$ cat src/rtl/acq_sequencer.sv
// acq_sequencer: scans enabled mux channels, settles, converts, reads the ADC over SPI and streams tagged samples.
// Optional ACQ_OVERRANGE_EN adds sample_ovr and sticky per-channel ovr_chn_flags.
module acq_sequencer #(
   parameter int NUM_CHN       = 8,
   parameter int CHN_W         = 3,
   parameter int ADC_BITS      = 16,
   parameter int SCK_DIV       = 2,
   parameter int SETTLE_CYCLES = 16,
   parameter int CNV_CYCLES    = 2,
   parameter int BUSY_TIMEOUT  = 255
) (
   input  logic                clk,
   input  logic                rst,
   input  logic                start,
   input  logic [NUM_CHN-1:0]  chn_mask,
   output logic                scan_active,
   output logic                scan_done,
   output logic                timeout_err,
   output logic                adc_cnv,
   input  logic                adc_busy,
   input  logic                adc_miso,
   output logic                adc_sck,
   output logic [CHN_W-1:0]    analog_mux_chn,
   output logic [ADC_BITS-1:0] sample_data,
   output logic [CHN_W-1:0]    sample_chn,
   output logic                sample_valid,
   input  logic                sample_ready
`ifdef ACQ_OVERRANGE_EN
   ,
   output logic                sample_ovr,
   output logic [NUM_CHN-1:0]  ovr_chn_flags
`endif
);
   localparam int CNT_W = 16;
   localparam int BIT_W = $clog2(ADC_BITS);
   typedef enum logic [2:0] {IDLE, SETTLE, CONVERT, WAIT_BUSY, READ, OUTPUT, NEXT, DONE} state_t;
   state_t              state_q, state_d;
   logic [CNT_W-1:0]    cnt_q, cnt_d;
   logic [BIT_W-1:0]    bit_q, bit_d;
   logic                sck_q, sck_d;
   logic [NUM_CHN-1:0]  mask_q, mask_d;
   logic [CHN_W-1:0]    chn_q, chn_d;
   logic [ADC_BITS-1:0] data_q, data_d;
   logic                terr_q, terr_d;
   logic [CHN_W:0]      fst, nxt;
   // Lowest enabled channel at or above lo; MSB flags that one exists.
   function automatic logic [CHN_W:0] first_from(input logic [NUM_CHN-1:0] m, input int lo);
      logic [CHN_W:0] r;
      r = '0;
      for (int i = NUM_CHN - 1; i >= 0; i--)
         if (m[i] && i >= lo) r = {1'b1, CHN_W'(i)};
      return r;
   endfunction
   assign fst = first_from(chn_mask, 0);
   assign nxt = first_from(mask_q, int'(chn_q) + 1);
   always_comb begin
      state_d = state_q;
      cnt_d   = cnt_q;
      bit_d   = bit_q;
      sck_d   = sck_q;
      mask_d  = mask_q;
      chn_d   = chn_q;
      data_d  = data_q;
      terr_d  = terr_q;
      case (state_q)
         IDLE: if (start) begin
            mask_d  = chn_mask;
            terr_d  = 1'b0;
            cnt_d   = '0;
            chn_d   = fst[CHN_W] ? fst[CHN_W-1:0] : chn_q;
            state_d = fst[CHN_W] ? SETTLE : DONE;
         end
         SETTLE: begin
            cnt_d   = (cnt_q == CNT_W'(SETTLE_CYCLES - 1)) ? '0 : cnt_q + CNT_W'(1);
            state_d = (cnt_q == CNT_W'(SETTLE_CYCLES - 1)) ? CONVERT : SETTLE;
         end
         CONVERT: begin
            cnt_d   = (cnt_q == CNT_W'(CNV_CYCLES - 1)) ? '0 : cnt_q + CNT_W'(1);
            state_d = (cnt_q == CNT_W'(CNV_CYCLES - 1)) ? WAIT_BUSY : CONVERT;
         end
         WAIT_BUSY: begin
            cnt_d = cnt_q + CNT_W'(1);
            // busy is not yet valid on the first cycle after the conversion pulse
            if (cnt_q != '0 && !adc_busy) begin
               cnt_d   = '0;
               bit_d   = '0;
               state_d = READ;
            end else if (cnt_q == CNT_W'(BUSY_TIMEOUT - 1)) begin
               cnt_d   = '0;
               terr_d  = 1'b1;
               data_d  = '0;
               state_d = OUTPUT;
            end
         end
         READ: begin
            cnt_d = cnt_q + CNT_W'(1);
            if (cnt_q == CNT_W'(SCK_DIV - 1)) begin
               cnt_d = '0;
               sck_d = !sck_q;
               if (!sck_q) data_d = {data_q[ADC_BITS-2:0], adc_miso};
               else if (bit_q == BIT_W'(ADC_BITS - 1)) state_d = OUTPUT;
               else bit_d = bit_q + BIT_W'(1);
            end
         end
         OUTPUT: state_d = sample_ready ? NEXT : OUTPUT;
         NEXT: begin
            cnt_d   = '0;
            chn_d   = nxt[CHN_W] ? nxt[CHN_W-1:0] : chn_q;
            state_d = nxt[CHN_W] ? SETTLE : DONE;
         end
         DONE: state_d = IDLE;
         default: state_d = IDLE;
      endcase
   end
   always_ff @(posedge clk) begin
      if (rst) begin
         state_q <= IDLE;
         cnt_q   <= '0;
         bit_q   <= '0;
         sck_q   <= 1'b0;
         mask_q  <= '0;
         chn_q   <= '0;
         data_q  <= '0;
         terr_q  <= 1'b0;
      end else begin
         state_q <= state_d;
         cnt_q   <= cnt_d;
         bit_q   <= bit_d;
         sck_q   <= sck_d;
         mask_q  <= mask_d;
         chn_q   <= chn_d;
         data_q  <= data_d;
         terr_q  <= terr_d;
      end
   end
   assign scan_active    = state_q != IDLE;
   assign scan_done      = state_q == DONE;
   assign timeout_err    = terr_q;
   assign adc_cnv        = state_q == CONVERT;
   assign adc_sck        = sck_q;
   assign analog_mux_chn = chn_q;
   assign sample_data    = data_q;
   assign sample_chn     = chn_q;
   assign sample_valid   = state_q == OUTPUT;
`ifdef ACQ_OVERRANGE_EN
   logic [NUM_CHN-1:0] flags_q, flags_d;
   // A timed-out sample reads as zero, so the all-zeros test also covers timeouts.
   assign sample_ovr    = sample_valid & (&data_q | ~|data_q);
   assign flags_d       = (state_q == IDLE && start) ? '0 : flags_q | ({{(NUM_CHN-1){1'b0}}, sample_ovr} << chn_q);
   assign ovr_chn_flags = flags_q;
   always_ff @(posedge clk) flags_q <= rst ? '0 : flags_d;
`endif
endmodule

$ cat config.mk
export PLATFORM = sky130hd
export DESIGN_NAME = acq_sequencer
export DESIGN_NICKNAME = d
export VERILOG_FILES = /design/src/rtl/acq_sequencer.sv
export SDC_FILE = /design/constraint.sdc
export NUM_CORES = 1
export LEC_CHECK = 0
export BUFFER_PORTS_ARGS = -buffer_cell sky130_fd_sc_hd__buf_2
export CAP_MARGIN = 0
export CORE_AREA = 2 2 105 107
export CTS_BUF_LIST = sky130_fd_sc_hd__clkbuf_8
export DETAILED_ROUTE_END_ITERATION = 10
export DIE_AREA = 0 0 107 109
export PLACE_DENSITY_LB_ADDON = 0.15
export SYNTH_ARGS = -nofsm -noshare
export SYNTH_HDL_FRONTEND = slang
export SYNTH_SLANG_ARGS = --single-unit
$ cat constraint.sdc
create_clock -name clk -period 5.7 [get_ports clk]
set_clock_uncertainty 0.05 [all_clocks]
set_input_delay 1.425 -clock clk [delete_from_list [all_inputs] [get_ports clk]]
set_output_delay 1.425 -clock clk [all_outputs]
set_load 0.1 [all_outputs]
# Yosys cells after proc, flatten, opt, wreduce, memory -nomap -nowiden
# Index checks and enable logic that the tools add are counted.
# op_classes
multipliers,0
div,0
addsub,3
order_cmp,8
n_reduce_logical,27
eq_ne,23
bitwise_logic,0
muxes,52
n_shift,0
# ops
operator,count
$mux 16,9
$mux 4,20
$pmux 16 s5,1
$mux 3,11
$pmux 16 s2,1
$pmux 3 s8,1
$ne 2x2->1 const B,11
$add 16x1->16 const B,1
$eq 16x1->1 const B,1
$eq 16x4->1 const B,1
$eq 16x8->1 const B,1
$ge 3x4->1 const A,4
$reduce_bool 16->1,1
$reduce_and 5->1,3
$eq 3x3->1 const B,4
$logic_and 1x1->1,9
$ge 1x4->1 const A,2
$ge 2x4->1 const A,2
$pmux 4 s2,1
$reduce_and 4->1,2
$eq 3x2->1 const B,2
$pmux 3 s2,1
$reduce_and 2->1,3
$reduce_bool 2->1,3
13 further kinds,18
# word_totals
latch_bits,0
input_bits,14
word_cells,121
ramBits,0
romBits,0
output_inout_bits,28
regBits,52
memories,0

# Depth between registers and ports, before layout
# logic_depth
depth_word,13
ltp_mapped,8
depth_no_buf,7

# Worst setup path before layout
# No wires, ideal clock.
# synth_timing
path_type,reg-to-output
startpoint,reg state_q[2]
endpoint,out sample_valid
required_ns,4.225
t_arrival_ns,1.938
n_path_buf,1
setup_slack_ns,2.287
stages_incl_launch_ff,4
path_cell_list,dfxtp_1 > clkbuf_1 > inv_1 > nor2_1
# synth_between
elab_chain_len,1
# synth_rtl
element,line_no,rtl
"start, declared",37,"state_t state_q, state_d;"
"start signal, assigned",126,state_q <= state_d;
$eq 3x3->1,144,assign sample_valid = state_q == OUTPUT;
"end, declared",26,"output logic sample_valid,"
# No other way between the ends.

# Worst setup path in the final report
# layout_timing
startpoint,reg state_q[0]
endpoint,out scan_active
# layout_between
elab_chain_len,1
# layout_rtl
element,line_no,rtl
$reduce_bool 3->1,136,assign scan_active = state_q != IDLE;
"end, declared",16,"output logic scan_active,"
# No other way between the ends.

==> metrics.csv <==
metric,value,unit
pre_cts_ws,2580,ps
die_h,109,um
track_usage,0.136,
n_antenna_cell,0,
start_util,0.289,
max-slew-margin-rel,0.415,
setup_tns,0,ps
post_cts_resized,0,
cts.clk_slew.worst_paths,110,ps
cp_slowest_cell,nor3_1,
vias,2668,
antenna_found_initial,0,
peakVddDrop,110,uV
hpwl,5530,um
netlist_area,3070,um^2
syn_nets,379,
grt_setup_unrepaired,false,
period_share,0.551,
clkLatencyLatePin,320,ps
cts-buffers-inserted,5,
clock_sinks,52,
drt_pass1_iterations,4,
cellPowerDensity,211,nW/um^2
critPathArrivalTime,1670,ps
period_minus_slack,3140,ps
gp_congestion,0.774,
synth_edf_count,0,
ant_nets,0,
viasPerCell,5.05,
drt_iter0_drc,97,
hold_viol_final,0,
final_common_cell,nand2_1,
fin_ws,2560,ps
holdBufCountCts,0,
num_rows,38,
final_cell_mix,"nand2_1 (53), dfxtp_1 (52), buf_2 (41), nor2_1 (21), a21oi_1 (21)",
ys_seq_area_frac,0.339,
cp_max_fo,14,
holdCritPathClass,flip-flop to flip-flop,
synth_warnings,0,
cp_cell_sequence,nor3_1 -> inv_1 -> buf_2,
crit_path_end_kind,output port,
cts_setup_buffers,0,
placed_area,3340,um^2
postSynth.asyncResetShare,0,
routed_wl,7560,um
port_buffers,41,
clockBufferDepth,2,
htree_levels,2,
cpPeakStageDelay,520,ps
final_area,3440,um^2
dieArea,11700,um^2
setup_viol,0,
avgSynthCellArea,8.61,um^2
layout-drive-gt1-share,0.219,
wl_per_cell,14.3,um
fmax,0.318,GHz
tritoncts,built,
grt_max_degree,23,
path_class,flip-flop to output port,
nNetsFinal,410,
synthDistinctLibCells,71,
max-cap-violations,0,
syn_to_final_growth,12.2,%
critPathRequiredTime,4220,ps
status,"complete, no violations",
syn_inst,356,
maxSlewViolCount,0,
io_pins,42,
drc,0,
grt_pass1_vias,2582,
core-area,10600,um^2
root_buffer,clkbuf_8,
hold-worst-slack,415,ps
ys_ff_latch,52,
tightest_slew,878,ps
synthFlopType,dfxtp_1,
startpoint_type,flip-flop,
grt_pass1_wl,12700,um
leakage,0.00124,uW
die_w,107,um
grt_overflow_total,0,
where the power goes:
group / switching (uW) / internal, uW / total [uW]
clock: 146 / 93.2 / 239
combinational: 77.5 / 30.6 / 108
sequential: 10.7 / 369 / 380
total: 234 / 493 / 728
synth_stat cells, drive strengths merged, types with 7 or more instances:
cell type  number  area share
a21oi          23       0.040
buf             8       0.022
clkbuf          9       0.011
dfxtp          52        0.34
ha              9       0.037
inv            15       0.018
nand2          53       0.065
nand3          15       0.026
nand4           7       0.016
nor2           31       0.046
nor3            8       0.017
nor4           10       0.035
o21ai          14       0.024
o22ai          16       0.047
xnor2           9       0.026
kinds of logic after synthesis:
family	Yosys count	share of synthesized area
xor+xnor	13	0.0371
mux	2	0.00653
flops	52	0.339
simple gates	155	0.280
fa+ha+maj	9	0.0367
buf+inv	32	0.0518
compound gates	93	0.248
stage by stage:
step	instances	total power, uW	util
final	528	728	0.325
after global routing	528	765	0.325
after CTS	528	742	0.325
after detailed placement	520	496	0.315
after global placement	520	497	0.315
after floorplan	356	473	-
path summary, 6_finish.rpt:
kind | from | end | slack (ps) | depth (start not counted)
setup / recovery | state_q[0]$_SDFFE_PP0P_ | scan_active | 2560 | 3
hold / removal | mask_q[4]$_SDFFE_PP0P_ | mask_q[4]$_SDFFE_PP0P_ | 410 | 2
setup reg to reg | cnt_q[0]$_SDFFE_PP0P_ | cnt_q[14]$_SDFFE_PP0P_ | 3090 | 6
hold reg to reg | mask_q[4]$_SDFFE_PP0P_ | mask_q[4]$_SDFFE_PP0P_ | 410 | 2
final cells by class:
type | instances | area [um^2]
fillers | 1132 | 7160
multi-input cells | 272 | 1870
flip-flops and latches | 52 | 1040
repair buffers | 41 | 205
well taps | 140 | 175
clock buffers | 5 | 68.8
inverters | 15 | 56.3
clock inverters | 3 | 28.8
worst max-delay path: cells and delay by family (launching register included):
kind                   cells  cell delay [ps]
DFF                        1              440
buffers and inverters      2              390
and+or+nand+nor            1              520
flip-flops by register name (all words and copies together) (netlist names):
signal and count:
adc_sck 1, bit_q 4, analog_mux_chn 3, mask_q 8, timeout_err 1, state_q 3, sample_data 16, cnt_q 16
routing by layer:
metal  vias to the layer above  track usage  wire (um)
met3                         5       0.0233        296
li1                       1360            -          -
met2                        56        0.221       3300
met4                         0       0.0399         78
met1                      1247        0.187       3880
met5                         -            0          0
(Power assumes the default switching activity.)
